==> config.mk <==
export PLATFORM = sky130hd
export DESIGN_NAME = mini_alu
export DESIGN_NICKNAME = d
export VERILOG_FILES = /design/src/rtl/mini_alu_pkg.sv /design/src/rtl/mini_alu_addsub.sv /design/src/rtl/mini_alu.sv
export SDC_FILE = /design/constraint.sdc
export NUM_CORES = 1
export LEC_CHECK = 0
export ABC_AREA = 1
export ABC_CLOCK_PERIOD_IN_PS = 900
export BUFFER_PORTS_ARGS = -buffer_cell sky130_fd_sc_hd__buf_2
export CORE_MARGIN = 3
export CORE_UTILIZATION = 56
export DETAILED_ROUTE_END_ITERATION = 8
export HOLD_SLACK_MARGIN = 0.08
export PLACE_DENSITY = 0.92
export SYNTH_ARGS = -nofsm -noshare
export SYNTH_HDL_FRONTEND = slang
export SYNTH_SLANG_ARGS = --single-unit
==> constraint.sdc <==
create_clock -name clk -period 0.9 [get_ports clk]
set_input_delay 0.045 -clock clk [delete_from_list [all_inputs] [get_ports clk]]
set_output_delay 0.045 -clock clk [all_outputs]
set_load 0.05 [all_outputs]
==> src/rtl/mini_alu_pkg.sv <==
// Shared constants for the mini ALU: default width and function-select codes.
// Latency: n/a (package only).
// Backpressure: n/a.
package mini_alu_pkg;

    localparam int WIDTH_DEFAULT = 6;

    localparam logic [2:0] FXN_PASS_A = 3'b000;
    localparam logic [2:0] FXN_PASS_B = 3'b001;
    localparam logic [2:0] FXN_NEG_A  = 3'b010;
    localparam logic [2:0] FXN_NEG_B  = 3'b011;
    localparam logic [2:0] FXN_SLT    = 3'b100;
    localparam logic [2:0] FXN_XNOR   = 3'b101;
    localparam logic [2:0] FXN_ADD    = 3'b110;
    localparam logic [2:0] FXN_SUB    = 3'b111;

endpackage

==> src/rtl/mini_alu_addsub.sv <==
// Shared adder: sum = a + (invert_b ? ~b : b) + cin, with signed overflow flag.
// Latency: combinational.
// Backpressure: none.
module mini_alu_addsub #(
    parameter int WIDTH = 6
) (
    input  logic [WIDTH-1:0] a,
    input  logic [WIDTH-1:0] b,
    input  logic             invert_b,
    input  logic             cin,
    output logic [WIDTH-1:0] sum,
    output logic             overflow
);

    logic [WIDTH-1:0] b_eff;

    assign b_eff = invert_b ? ~b : b;
    assign sum   = a + b_eff + {{(WIDTH-1){1'b0}}, cin};

    // Overflow: both addends share a sign that differs from the result sign.
    assign overflow = (a[WIDTH-1] == b_eff[WIDTH-1]) && (sum[WIDTH-1] != a[WIDTH-1]);

endmodule

==> src/rtl/mini_alu.sv <==
// Registered eight-function ALU (pass, negate, signed less-than, XNOR, add, subtract).
// Latency: 1 cycle from in_valid to out_valid; X holds when no new op is issued.
// Backpressure: none; accepts a new operation every cycle.
module mini_alu
    import mini_alu_pkg::*;
#(
    parameter int WIDTH = WIDTH_DEFAULT
) (
    input  logic             clk,
    input  logic             reset,
    input  logic [WIDTH-1:0] A,
    input  logic [WIDTH-1:0] B,
    input  logic [2:0]       fxn,
    input  logic             in_valid,
    output logic [WIDTH-1:0] X,
    output logic             out_valid
);

    logic [WIDTH-1:0] add_a;
    logic [WIDTH-1:0] add_b;
    logic             add_inv;
    logic             add_cin;
    logic [WIDTH-1:0] add_sum;
    logic             add_ovf;
    logic             slt;
    logic [WIDTH-1:0] result;

    // Operand mux: negate is 0 + ~op + 1; compare and subtract are A + ~B + 1.
    always_comb begin
        add_a   = A;
        add_b   = B;
        add_inv = 1'b0;
        add_cin = 1'b0;
        case (fxn)
            FXN_NEG_A: begin
                add_a   = '0;
                add_b   = A;
                add_inv = 1'b1;
                add_cin = 1'b1;
            end
            FXN_NEG_B: begin
                add_a   = '0;
                add_b   = B;
                add_inv = 1'b1;
                add_cin = 1'b1;
            end
            FXN_SLT, FXN_SUB: begin
                add_inv = 1'b1;
                add_cin = 1'b1;
            end
            default: ;
        endcase
    end

    mini_alu_addsub #(.WIDTH(WIDTH)) u_addsub (
        .a        (add_a),
        .b        (add_b),
        .invert_b (add_inv),
        .cin      (add_cin),
        .sum      (add_sum),
        .overflow (add_ovf)
    );

    // A - B is negative exactly when the sign bit disagrees with overflow.
    assign slt = add_sum[WIDTH-1] ^ add_ovf;

    always_comb begin
        result = '0;
        case (fxn)
            FXN_PASS_A: result = A;
            FXN_PASS_B: result = B;
            FXN_SLT:    result = {{(WIDTH-1){1'b0}}, slt};
            FXN_XNOR:   result = ~(A ^ B);
            default:    result = add_sum;
        endcase
    end

    always_ff @(posedge clk or posedge reset) begin
        if (reset) begin
            X         <= '0;
            out_valid <= 1'b0;
        end else begin
            out_valid <= in_valid;
            if (in_valid) begin
                X <= result;
            end
        end
    end

endmodule

==> flow_summary_export.csv, run 1 <==
group,metric,value,unit
status,status,"did not finish",
status,haltStage,"4_1_cts",
status,error_message,"[ERROR DPL-0033] detailed placement checks failed during check placement.",
yosys,synth-seq-cells,7,
yosys,yosys_warnings,0,
floorplan,start_util,62.2,%
yosys,netlist_area,981,um^2
floorplan,die_x,47.9,um
floorplan,die_h,47.9,um
clock_tree,postCtsSetupBuffers,10,
yosys,ys_seq_area_share,17.9,%
placement,hpwl,2540,um
floorplan,num_rows,14,
yosys,syn_avg_cell_area,6.02,um^2
placement,place_ws,-1.24,ns
clock_tree,clockBufferDepth,2,
yosys,synthCells,163,
placement,place_area,0.00136,mm^2
clock_tree,cts_root_buffer,"clkbuf_4",
clock_tree,cts_hold_buf,2,
yosys,syn-num-nets,186,
clock_tree,numCtsBuffers,3,
clock_tree,cts.sinks,7,
placement,place.gp.congestion,0.956,
clock_tree,postCtsResizedCells,26,
placement,port_buffers,24,
floorplan,ioPinCount,25,
yosys,yosysUniqueCellTypes,27,
clock_tree,htreeDepth,1,
[synth_stat cells]
| master | number | area share (%) |
|---|---|---|
| ha_1 | 4 | 5.1 |
| nor2_1 | 13 | 5.0 |
| fa_1 | 1 | 2.0 |
| buf_2 | 1 | 0.51 |
| xor2_1 | 4 | 3.6 |
| nand2_4 | 1 | 1.1 |
| nand2_1 | 50 | 19 |
| o21ai_0 | 13 | 6.6 |
| a31oi_1 | 3 | 1.9 |
| nand2_2 | 2 | 1.3 |
| nand3_2 | 1 | 1.0 |
| nand3_1 | 12 | 6.1 |
| dfrtp_1 | 7 | 18 |
| inv_2 | 3 | 1.1 |
| nand4_1 | 1 | 0.64 |
| a221oi_1 | 2 | 1.8 |
| a21oi_1 | 7 | 3.6 |
| nor2_4 | 1 | 1.1 |
| nor2_2 | 1 | 0.64 |
| xnor2_1 | 3 | 2.7 |
| a311oi_1 | 1 | 0.89 |
| nor3_1 | 1 | 0.51 |
| inv_1 | 26 | 9.9 |
| o221ai_1 | 1 | 0.89 |
| nand3_4 | 1 | 1.8 |
| a211oi_1 | 1 | 0.77 |
| buf_6 | 2 | 2.3 |
[kinds of logic after synthesis]
family	count (synthesis)	share of synthesized area [%]
buffers and inverters	32	13.9
AOI/OAI and AO/OA	28	16.5
DFF	7	17.9
and+or+nand+nor	84	38.4
xor gates and xnor gates	7	6.25
adders and majority gates	5	7.14
[metrics by stage]
step                      std cells  hold slack (ns)  util (%)
after detailed placement        233          -0.0236      86.3
after global placement          233          -0.0309      86.3
after floorplan                 163           -0.152         -
==> run 2: changes to the inputs <==
--- a/config.mk
+++ b/config.mk
@@ -8,11 +8,10 @@
 export ABC_AREA = 1
 export ABC_CLOCK_PERIOD_IN_PS = 900
 export BUFFER_PORTS_ARGS = -buffer_cell sky130_fd_sc_hd__buf_2
-export CORE_MARGIN = 3
-export CORE_UTILIZATION = 56
+export CORE_AREA = 3 3 64 66
 export DETAILED_ROUTE_END_ITERATION = 8
-export HOLD_SLACK_MARGIN = 0.08
-export PLACE_DENSITY = 0.92
+export DIE_AREA = 0 0 67 69
+export PLACE_DENSITY_LB_ADDON = 0.15
 export SYNTH_ARGS = -nofsm -noshare
 export SYNTH_HDL_FRONTEND = slang
 export SYNTH_SLANG_ARGS = --single-unit
==> flow_summary_export.csv, run 2 <==
group,metric,value,unit
clock_tree,cts_tree,"done",
yosys,ys_seq_area_share,17.9,%
sta,setup_viol,6,
placement,place_inst,274,
clock_tree,clock_latency,0.22,ns
yosys,yosysMostFrequentCell,"nand2_1",
final_layout,most-common-layout-cells,"47 x buf_4, 43 x nand2_1, 24 x inv_1",
final_layout,largest_register_ffs,6,
floorplan,die_x,67,um
flow_run,cap_viol_max_count,0,
yosys,netlist_area,981,um^2
placement,place.gp.congestion,0.857,
setup_path,arrival,1.80,ns
detailed_routing,vias,1298,
global_route,grt_pass1_vias,1196,
detailed_routing,drcViolationCount,0,
power_and_ir_drop,vdd_drop_max,0.365,mV
setup_path,cp_num_buf_inv,3,
global_route,antenna_found_initial,0,
clock_tree,clkTransAtPathRegs,0.04,ns
setup_path,cpLargestDelayFamily,"compound AO/OA/AOI/OAI gates",
setup_path,timing.reg2reg.setup_slack,0.26,ns
clock_tree,numCtsBuffers,3,
final_layout,fillers,398,
setup_path,slowest_stage,"fa_2",
floorplan,num_rows,22,
yosys,synth-seq-cells,7,
sta,setup_slack,-0.803,ns
setup_path,required,1.00,ns
detailed_routing,drt_pass1_iterations,4,
sta,period_minus_slack,1.70,ns
clock_tree,cts.sinks,7,
setup_path,path_class,"in -> reg",
final_layout,final_util,48.3,%
final_layout,nNetsFinal,264,
global_route,grt_max_degree,12,
final_layout,layout-drive-gt1-share,46.3,%
detailed_routing,drt_iter0_drc,32,
yosys,synthCells,163,
status,status,"complete, but fails checks",
final_layout,max_flop_register,"X",
placement,place_area,0.00147,mm^2
yosys,ys.flop_type,"dfrtp_1",
setup_path,startpoint_type,"primary input",
detailed_routing,routed_via_density,4.51,
yosys,yosysTopAreaCellShare,19.1,%
yosys,yosysUniqueCellTypes,27,
floorplan,die_area,0.00462,mm^2
yosys,yosys-top-cells-area,"nand2_1 19%, dfrtp_1 18%, inv_1 9.9%",
global_route,grt_pass1_wl,5190,um
floorplan,ioPinCount,25,
floorplan,die_h,69,um
setup_path,critPathCaptureType,"flip-flop",
sta,worst_slew_pin_slew,0.410,ns
sta,rsz0062_at_grt,"true",
final_layout,finalInstanceArea,0.00176,mm^2
detailed_routing,wl,3260,um
status,failed_checks,"setup timing",
final_layout,area_growth,79.1,%
sta,max-slew-margin-rel,72.7,%
final_layout,final_common_cell,"buf_4",
placement,hpwl,2530,um
setup_path,crit_chain,"buf_8 > inv_4 > nand3_4 > nand2_2 > o21ai_4 > xor2_2 > buf_4 > fa_2 > xnor2_1 > a221oi_2 > o21ai_1",
power_and_ir_drop,p_leak,0.000951,uW
placement,port_buffers,24,
global_route,overflow,0,
yosys,yosys_warnings,0,
yosys,synth_edf_count,0,
sta,final_max_slew_viol_count,0,
min_path,min_path_type,"in -> reg",
yosys,syn-num-nets,186,
yosys,syn_avg_cell_area,6.02,um^2
final_layout,largestRegisters,"X (6), out_valid (1)",
setup_path,crit_fanout,8,
floorplan,start_util,27.0,%
final_layout,diodes,0,
detailed_routing,avgRoutedWirePerCell,11.3,um
setup_path,slowest_delay,0.38,ns
floorplan,coreArea,0.00363,mm^2
global_route,grt_usage,13.9,%
clock_tree,htreeDepth,1,
yosys,synthArstFlopShare,100,%
sta,skew,0,ns
yosys,synthTopCellsByCount,"50 x nand2_1, 26 x inv_1, 13 x nor2_1, 13 x o21ai_0, 12 x nand3_1",
sta,finalHoldViolations,0,
detailed_routing,detail-route-antenna-nets,0,
sta,max_freq,587,MHz
power_and_ir_drop,power.density,1220,mW/mm^2
sta,post-route-period-util,189,%
yosys,synth_top_cell_by_area,"nand2_1",
final_layout,stdcell_count,288,
clock_tree,clockBufferDepth,2,
clock_tree,cts_root_buffer,"clkbuf_8",
sta,final.setup.tns,-4.46,ns
==> run 2: cell counts after synthesis <==
No cell type changed its count.
==> run 2: repair_timing <==
item / in CTS / in global routing
hold endpoints to repair: 8 / 1
endpoints found under the setup margin: 6 / 7
hold buffers: 1 / 1
pin swaps: 13 / 10
buffers inserted: 7 / 2
resized for setup: 32 / 13
gates cloned: 0 / 0
==> run 2: power by group <==
| group | total [uW] | internal (uW) | switching, uW |
|---|---|---|---|
| clock network | 432 | 306 | 127 |
| logic | 1320 | 586 | 735 |
| registers | 392 | 367 | 24.9 |
| total | 2150 | 1260 | 887 |
==> run 2: stage by stage <==
step	power (uW)	setup slack (ns)	hold WS, ns
2_1_floorplan	1070	-0.895	-0.152
3_3_place_gp	1500	-1.24	-0.0249
3_5_place_dp	1500	-1.27	-0.0218
4_1_cts	2080	-0.738	-0.0471
5_1_grt	2290	-0.982	0.122
6_report	2150	-0.803	0.0998
==> run 2: tightest hold or removal path, cell delays in order <==
cell and delay (ns):
buf_2 0.11, nor2_1 0.08, a21oi_1 0.04
==> run 2: path summary, 6_finish.rpt <==
kind / from / end / depth (start not counted)
worst max-delay path: fxn[0] / X[2] / 11
worst min-delay path: in_valid / X[4] / 3
worst max register to register: X[1] / X[1] / 2
worst min register to register: X[5] / X[5] / 2
max in group asynchronous: reset / X[5] / 3
min in group asynchronous: reset / X[2] / 3
==> run 2: cell families after synthesis <==
group                      count (synthesis)  share of synthesized area [%]
adders and majority gates                  5                           7.14
DFF                                        7                           17.9
AOI/OAI and AO/OA                         28                           16.5
and+or+nand+nor                           84                           38.4
xor gates and xnor gates                   7                           6.25
buffers and inverters                     32                           13.9
==> run 2: layout make-up <==
class                           instances  area, um^2  area share [%]
Tap cell                               48        60.1            3.42
Sequential cell                         7         175            9.97
Timing Repair Buffer                   76         569            32.4
Multi-Input combinational cell        124         783            44.6
Inverter                               29         124            7.05
Clock buffer                            4        45.0            2.56
==> run 2: metal layers <==
layer / share of wire [%] / routed length [um] / global-route usage (%)
met5: 0 / 0 / 0
met4: 1.4 / 46 / 3.15
met3: 4.5 / 147 / 0.489
met2: 51 / 1660 / 24.1
met1: 43 / 1410 / 18.6
(Power assumes the default switching activity.)
